$ cat config.mk
export PLATFORM = sky130hd
export DESIGN_NAME = serdiv_frontend
export DESIGN_NICKNAME = d
export VERILOG_FILES = /design/src/rtl/serdiv_frontend.sv
export SDC_FILE = /design/constraint.sdc
export NUM_CORES = 1
export LEC_CHECK = 0
export BUFFER_PORTS_ARGS = -buffer_cell sky130_fd_sc_hd__clkbuf_2
export CAP_MARGIN = 20
export CORE_AREA = 2 2 203 205
export DETAILED_ROUTE_END_ITERATION = 7
export DIE_AREA = 0 0 205 207
export PLACE_DENSITY_LB_ADDON = 0.15
export REMOVE_ABC_BUFFERS = 1
export SYNTH_ARGS = -nofsm -noshare
export SYNTH_HDL_FRONTEND = slang
export SYNTH_SLANG_ARGS = --single-unit
$ cat constraint.sdc
create_clock -name clk_i -period 3.8 [get_ports clk_i]
set_input_delay 0.19 -clock clk_i [delete_from_list [all_inputs] [get_ports clk_i]]
set_output_delay 0.19 -clock clk_i [all_outputs]
set_load 0.005 [all_outputs]
$ cat src/rtl/serdiv_frontend.sv
// Issue/retire wrapper between FU dispatch and serdiv: decodes RV64M divides, issues one request, sign-extends word results.
// Latency: accept at T -> div_vld_o at T+1 -> wb_valid_o one cycle after serdiv out_vld (T+1 on a result-cache hit).
// Backpressure: one op in flight; in_ready_o low until wb_ready_i retires the held result. Optional cache: SERDIV_FRONTEND_RESULT_CACHE_EN.
module serdiv_frontend #(
    parameter int unsigned XLEN  = 64,
    parameter int unsigned TID_W = 3,
    parameter int unsigned PC_W  = 39
) (
    input  logic             clk_i,
    input  logic             rst_ni,
    input  logic             flush_i,
    input  logic             in_valid_i,
    output logic             in_ready_o,
    input  logic [2:0]       op_i,
    input  logic [XLEN-1:0]  op_a_i,
    input  logic [XLEN-1:0]  op_b_i,
    input  logic [TID_W-1:0] trans_id_i,
    input  logic [PC_W-1:0]  pc_i,
    output logic             div_vld_o,
    input  logic             div_rdy_i,
    output logic [1:0]       div_opcode_o,
    output logic [XLEN-1:0]  div_op_a_o,
    output logic [XLEN-1:0]  div_op_b_o,
    output logic [TID_W-1:0] div_id_o,
    output logic [PC_W-1:0]  div_pc_o,
    output logic             div_flush_o,
    input  logic             div_out_vld_i,
    output logic             div_out_rdy_o,
    input  logic [TID_W-1:0] div_id_i,
    input  logic [XLEN-1:0]  div_res_i,
    output logic             wb_valid_o,
    input  logic             wb_ready_i,
    output logic [TID_W-1:0] wb_trans_id_o,
    output logic [PC_W-1:0]  wb_pc_o,
    output logic [XLEN-1:0]  wb_result_o
);

    typedef enum logic [1:0] {
        S_IDLE  = 2'd0,
        S_ISSUE = 2'd1,
        S_WAIT  = 2'd2,
        S_RESP  = 2'd3
    } state_t;

    state_t           r_state;

    // latched request: op bits and prepared operands
    logic             r_word;
    logic             r_rem;
    logic             r_signed;
    logic [XLEN-1:0]  r_op_a;
    logic [XLEN-1:0]  r_op_b;
    logic [TID_W-1:0] r_id;
    logic [PC_W-1:0]  r_pc;

    // held write-back result
    logic [TID_W-1:0] r_wb_id;
    logic [PC_W-1:0]  r_wb_pc;
    logic [XLEN-1:0]  r_wb_res;

    logic             w_accept;
    logic             w_capture;
    logic             w_hit;
    logic [XLEN-1:0]  w_cache_res;
    logic [XLEN-1:0]  w_a_prep;
    logic [XLEN-1:0]  w_b_prep;
    logic [XLEN-1:0]  w_res_ext;

    // Word ops look only at the low 32 bits; the signed flag picks sign- vs zero-extension.
    assign w_a_prep = !op_i[2] ? op_a_i :
                      op_i[0]  ? {{(XLEN-32){op_a_i[31]}}, op_a_i[31:0]} :
                                 {{(XLEN-32){1'b0}}, op_a_i[31:0]};
    assign w_b_prep = !op_i[2] ? op_b_i :
                      op_i[0]  ? {{(XLEN-32){op_b_i[31]}}, op_b_i[31:0]} :
                                 {{(XLEN-32){1'b0}}, op_b_i[31:0]};

    // serdiv computes full width; word results are re-sign-extended from bit 31, which also
    // yields the RISC-V answers for /0 and overflow without any special casing here.
    assign w_res_ext = r_word ? {{(XLEN-32){div_res_i[31]}}, div_res_i[31:0]} : div_res_i;

    // Handshake qualifiers; flush kills every handshake in the cycle it is raised.
    assign in_ready_o    = !flush_i && ((r_state == S_IDLE) || ((r_state == S_RESP) && wb_ready_i));
    assign div_vld_o     = !flush_i && (r_state == S_ISSUE) && div_rdy_i;
    assign div_out_rdy_o = !flush_i && (r_state == S_WAIT);
    assign wb_valid_o    = !flush_i && (r_state == S_RESP);
    assign div_flush_o   = flush_i;

    assign w_accept  = in_ready_o && in_valid_i;
    assign w_capture = div_out_rdy_o && div_out_vld_i;

    assign div_opcode_o  = {r_rem, r_signed};
    assign div_op_a_o    = r_op_a;
    assign div_op_b_o    = r_op_b;
    assign div_id_o      = r_id;
    assign div_pc_o      = r_pc;
    assign wb_trans_id_o = r_wb_id;
    assign wb_pc_o       = r_wb_pc;
    assign wb_result_o   = r_wb_res;

`ifdef SERDIV_FRONTEND_RESULT_CACHE_EN
    logic             r_cache_vld;
    logic [2:0]       r_cache_op;
    logic [XLEN-1:0]  r_cache_a;
    logic [XLEN-1:0]  r_cache_b;
    logic [XLEN-1:0]  r_cache_res;
    // raw operands of the in-flight op, kept so the cache tag matches what dispatch sends
    logic [XLEN-1:0]  r_raw_a;
    logic [XLEN-1:0]  r_raw_b;

    assign w_hit = r_cache_vld && (op_i == r_cache_op) &&
                   (op_a_i == r_cache_a) && (op_b_i == r_cache_b);
    assign w_cache_res = r_cache_res;

    // One-entry result cache: filled on serdiv capture, survives flush, cleared only by reset.
    always_ff @(posedge clk_i or negedge rst_ni) begin
        if (!rst_ni) begin
            r_cache_vld <= 1'b0;
            r_cache_op  <= '0;
            r_cache_a   <= '0;
            r_cache_b   <= '0;
            r_cache_res <= '0;
            r_raw_a     <= '0;
            r_raw_b     <= '0;
        end else begin
            if (w_accept) begin
                r_raw_a <= op_a_i;
                r_raw_b <= op_b_i;
            end
            if (w_capture) begin
                r_cache_vld <= 1'b1;
                r_cache_op  <= {r_word, r_rem, r_signed};
                r_cache_a   <= r_raw_a;
                r_cache_b   <= r_raw_b;
                r_cache_res <= w_res_ext;
            end
        end
    end
`else
    assign w_hit       = 1'b0;
    assign w_cache_res = '0;
`endif

    // Control FSM: one request issued per op, result held in RESP until retired.
    always_ff @(posedge clk_i or negedge rst_ni) begin
        if (!rst_ni) begin
            r_state <= S_IDLE;
        end else if (flush_i) begin
            r_state <= S_IDLE;
        end else begin
            case (r_state)
                S_IDLE: begin
                    if (in_valid_i) begin
                        r_state <= w_hit ? S_RESP : S_ISSUE;
                    end
                end
                S_ISSUE: begin
                    if (div_rdy_i) begin
                        r_state <= S_WAIT;
                    end
                end
                S_WAIT: begin
                    if (div_out_vld_i) begin
                        r_state <= S_RESP;
                    end
                end
                S_RESP: begin
                    if (wb_ready_i) begin
                        if (in_valid_i) begin
                            r_state <= w_hit ? S_RESP : S_ISSUE;
                        end else begin
                            r_state <= S_IDLE;
                        end
                    end
                end
                default: r_state <= S_IDLE;
            endcase
        end
    end

    // Request latch on accept and result latch on capture (or straight from the cache on a hit).
    always_ff @(posedge clk_i or negedge rst_ni) begin
        if (!rst_ni) begin
            r_word   <= 1'b0;
            r_rem    <= 1'b0;
            r_signed <= 1'b0;
            r_op_a   <= '0;
            r_op_b   <= '0;
            r_id     <= '0;
            r_pc     <= '0;
            r_wb_id  <= '0;
            r_wb_pc  <= '0;
            r_wb_res <= '0;
        end else begin
            if (w_accept) begin
                r_word   <= op_i[2];
                r_rem    <= op_i[1];
                r_signed <= op_i[0];
                r_op_a   <= w_a_prep;
                r_op_b   <= w_b_prep;
                r_id     <= trans_id_i;
                r_pc     <= pc_i;
                if (w_hit) begin
                    r_wb_res <= w_cache_res;
                    r_wb_id  <= trans_id_i;
                    r_wb_pc  <= pc_i;
                end
            end
            if (w_capture) begin
                r_wb_res <= w_res_ext;
                r_wb_id  <= r_id;
                r_wb_pc  <= r_pc;
            end
        end
    end

    // serdiv must hand back the id of the op we issued; anything else means a lost or stray op.
    a_id_match: assert property (@(posedge clk_i) disable iff (!rst_ni)
        w_capture |-> (div_id_i == r_id));

endmodule
# Word-level counts from Yosys, hierarchy flattened
# Index checks and enable logic that the tools add are counted.
# totals
memories,0
elab_cells,42
input_bits,247
ff_bits,281
latch_bits,0
rom_bits,0
ram_bits,0
# op_classes
mul,0
order_cmp,0
n_div,0
add_sub_neg,0
muxes,12
n_shift,0
n_bitwise,0
eq_ne,7
reduce_logical,12
# ops
op,n
64-bit two-way mux,5
"3-bit inequality test, second input constant",4
2-bit two-way mux,5
1-bit logical AND,8
2-bit case mux with 4 select lines,1
"2-bit == test, second input constant",2
4-bit AND reduction,1
"2-bit by 1-bit == test with 1-bit output, second input constant",1
2-bit logical NOT,1
1-bit logical NOT,1
1-bit logical OR,1
1-bit two-way mux,1

# Depth between registers and ports, before layout
# logic_depth
ltp_word,5
ltp_mapped,9
mapped_depth_nobuf,6

# Worst setup path before layout
# No wires, ideal clock.
# synth_timing
kind,reg2reg
start,reg r_state[0]
end,reg r_op_a[0] (netlist: div_op_a_o[0])
arrival_ps,1623
path_buffers,2
t_required_ps,3675
path_stages_with_launch,9
setup_ps,125
setup_slack_ps,2052
synth_period_minus_slack_ps,1748
cell_sequence,dfrtp_1 inv_1 ha_1 a21oi_2 nor2_2 and2_4 buf_6 buf_8 mux2_4
# synth_between
elab_chain_cells,5
# synth_rtl
item,line,rtl
start: declaration,45,state_t r_state;
start signal: assignment,153,r_state <= w_hit ? S_RESP : S_ISSUE;
start signal: assignment,169,r_state <= w_hit ? S_RESP : S_ISSUE;
2-bit == test,82,assign in_ready_o = !flush_i && ((r_state == S_IDLE) || ((r_state == S_RESP) && wb_ready_i));
1-bit logical AND,82,
1-bit logical OR (*),82,
1-bit logical AND (*),82,
net in_ready_o,13,"output logic in_ready_o,"
1-bit logical AND (*),88,assign w_accept = in_ready_o && in_valid_i;
end signal: assignment,198,r_op_a <= w_a_prep;
end: declaration,51,logic [XLEN-1:0] r_op_a;
# The timed path passes the listed nets; every way through them passes the cells marked *.
# A chain may end at the register's enable or synchronous reset.

# Final worst setup path
# layout_timing
start,reg r_state[0]
end,reg r_wb_res[4] (netlist: wb_result_o[4])
# layout_between
elab_chain_cells,3
# layout_rtl
item,line,rtl
2-bit == test,84,assign div_out_rdy_o = !flush_i && (r_state == S_WAIT);
1-bit logical AND,84,
1-bit logical AND,89,assign w_capture = div_out_rdy_o && div_out_vld_i;
end signal: assignment,203,r_wb_res <= w_cache_res;
end signal: assignment,209,r_wb_res <= w_res_ext;
end: declaration,59,logic [XLEN-1:0] r_wb_res;
# Every way passes these cells.

==> out/metrics.yaml <==
status: "finished, final reports clean"
synth_cell_type_count: 28
die_w_um: 205
final_common_cell: "clkbuf_2"
crit_path_end_kind: "flip-flop"
r2r_start: "r_state[0]$_DFFE_PN0P_"
clk_latency_ns: 0.57
core_area_um2: 40400
critPathArrivalTime_ns: 2.85
cp_slowest_cell: "nand2_4"
numClockSinks: 281
die_height_um: 207
drt_iter0_drc: 333
via_per_inst: 4.28
grt_antenna_before_repair: 0
post-route-period-util_pct: 63.4
worstMarginPinSlew_ns: 1.12
final_nets: 1785
critPathLaunchType: "flip-flop"
synth_area_um2: 12200
p_switching_mw: 4.09
cts_resized: 0
r2r-end: "wb_result_o[4]$_DFFE_PN0P_"
postSynthCellCount: 839
cts_tree: "done"
critPathBufInv: 2
power.density_nw_per_um2: 744
r2r_cells: 6
yosysTopAreaCell: "dfrtp_1"
drv_slew: 0
grt_setup_unrepaired: "no"
port_buffers: 526
clock-root-buffer: "clkbuf_16"
drive_gt1_share_pct: 54.6
hpwl_um: 25400
cts_max_level: 1
cp_slowest_stage_delay_ns: 0.48
most-common-layout-cells: "clkbuf_2 (525), dfrtp_1 (281), dlygate4sd3_1 (174), mux2_4 (170), o21ai_0 (94)"
combPwrFrac_pct: 36.9
startpoint: "r_state[0]$_DFFE_PN0P_"
worstHoldStart: "op_a_i[38]"
grt_max_degree: 92
ant_nets: 0
path_delay_family: "simple AND/OR/NAND/NOR gates"
rows: 74
power_frac_clock_pct: 23.7
die-area_um2: 42400
yosysWarningCount: 0
synth.top_cell.area_share_pct: 57.8
p_int_mw: 9.34
grt_pass1_wl_um: 55600
p_seq_share_pct: 39.3
start_util_pct: 30.2
grtUsageTotal_pct: 16.5
area_growth_pct: 48.3
overflow: 0
globalplace.congestion: 0.791
finalHoldViolations: 0
stdcell_area_um2: 18000
holdPathEnd: "div_op_a_o[38]$_DFFE_PN0P_"
num_vias: 8945
r2r_setup_slack_ns: 1.39
drtPass1Iterations: 4
grt_pass1_vias: 9719
io_pins: 530
hold_depth: 4
clockBufferDepth: 3
finalSetupViolations: 0
fin_hold_ws_ns: 0.0163
slew_headroom_pct: 25.4
clock_skew_ns: 0.0237
irDropWorstVdd_uv: 314
synthTopCellsByArea: "dfrtp_1 (58%), mux2_4 (21%), mux2_2 (7.1%)"
antenna_cells: 0
max_cap_viol_count: 0
critical_path_required_ns: 4.24
clkTransAtPathRegs_ns: 0.06
drc: 0
crit_path_max_fanout: 57
fmax_mhz: 415
critical_path_class: "flip-flop to flip-flop"
numCtsBuffers: 31
hp-class: "input pin to flip-flop"
finalWirelength_um: 36000
crit_chain: "inv_1 > ha_1 > nor2b_2 > nand2_4 > buf_4 > mux2_2"
synth-seq-cells: 281
dpl_cell_area_um2: 15200
synth_area_per_cell_um2: 14.5
switching_share_pct: 30.5
yosysSeqAreaShare_pct: 57.8
fin_crit_ns: 2.41
leakagePower_nw: 9.40
wl_per_cell_um: 17.2
[power by group through the flow]
stage               Sequential [mW]  Combinational [mW]  Clock, mW
floorplan                      5.32                2.51          0
global placement               5.29                4.86          0
detailed placement             5.30                4.91          0
CTS                            5.29                5.06       3.29
global route                   5.49                5.39       3.42
finish                         5.29                4.96       3.19
[area by class of cell]
| type | count | area, um2 |
|---|---|---|
| fill | 3820 | 22300 |
| sequential | 281 | 7030 |
| timing repair buffer | 718 | 4620 |
| multi-input combinational | 433 | 4380 |
| clock buffer | 44 | 925 |
| tap | 532 | 666 |
| inverter | 68 | 255 |
| clock inverter | 13 | 169 |
[worst min-delay path: stages]
cell      delay [ns]
clkbuf_2        0.07
inv_1           0.03
o21ai_0         0.11
mux2_2          0.14
[layer usage]
layer  GRT usage (%)  up-vias  share of wire, %
met4            4.32        0               2.1
met1            19.2     4333                40
met5               0        -                 0
met3            5.62       46               9.6
li1                -     4233                 -
met2            28.9      333                49
[synthesized netlist by cell type]
cell and count:
and2b_1 1, o21ai_0 94, nor2_2 1, o21ai_1 3
or2b_1 1, nand2b_1 2, buf_8 18, mux2i_1 1
nor2_1 2, o2111ai_1 1, clkbuf_1 21, inv_1 68
dfrtp_1 281, nor3_1 1, mux2_2 77, mux2_4 170
ha_1 5, a21oi_2 1, buf_4 6, nor2b_2 1
nand3_1 3, buf_6 9, a211oi_1 1, and2_1 1
a21oi_1 32, buf_2 3, and2_4 1, nand2_1 34
[cell families after synthesis]
logic type	after synthesis	synth area share [%]
flip-flops	281	57.8
buffers and inverters	125	6.29
AO/OA/AOI/OAI	132	5.51
AND/OR/NAND/NOR	48	1.75
multiplexers	248	28.2
adder cells (fa/ha/maj)	5	0.514
[state kept, by name, summed over array words and instances, names as in the netlist]
signal / count
div_id_o: 3
div_op_a_o: 64
div_op_b_o: 64
div_pc_o: 39
r_rem: 1
r_signed: 1
r_state: 2
r_word: 1
wb_pc_o: 39
wb_result_o: 64
wb_trans_id_o: 3
[how the worst max path moves through the flow]
stage / to / depth (start not counted)
4_1_cts: div_op_a_o[39]$_DFFE_PN0P_ / 7
5_1_grt: wb_result_o[19]$_DFFE_PN0P_ / 6
6_report: wb_result_o[4]$_DFFE_PN0P_ / 6
3_5_place_dp: div_op_a_o[47]$_DFFE_PN0P_ / 5
2_1_floorplan: wb_pc_o[0]$_DFFE_PN0P_ / 5
3_3_place_gp: div_op_a_o[32]$_DFFE_PN0P_ / 5
[stage by stage]
step / utilization, % / power [mW] / TNS [ns] / setup slack, ns / cells
final: 44.7 / 13.4 / 0 / 1.39 / 2089
after global routing: 44.7 / 14.3 / 0 / 1.24 / 2089
after CTS: 44.6 / 13.6 / 0 / 1.35 / 2087
after detailed placement: 37.6 / 10.2 / 0 / 1.29 / 1856
after global placement: 37.6 / 10.2 / 0 / 1.26 / 1856
after floorplan: - / 7.83 / -3.42 / -0.0462 / 782
[repair_timing]
| action | CTS | global route |
|---|---|---|
| setup buffers | 0 | 0 |
| hold buffers | 174 | 0 |
| hold endpoints to repair | 260 | 0 |
No activity file was read; power rests on OpenSTA's default activity.
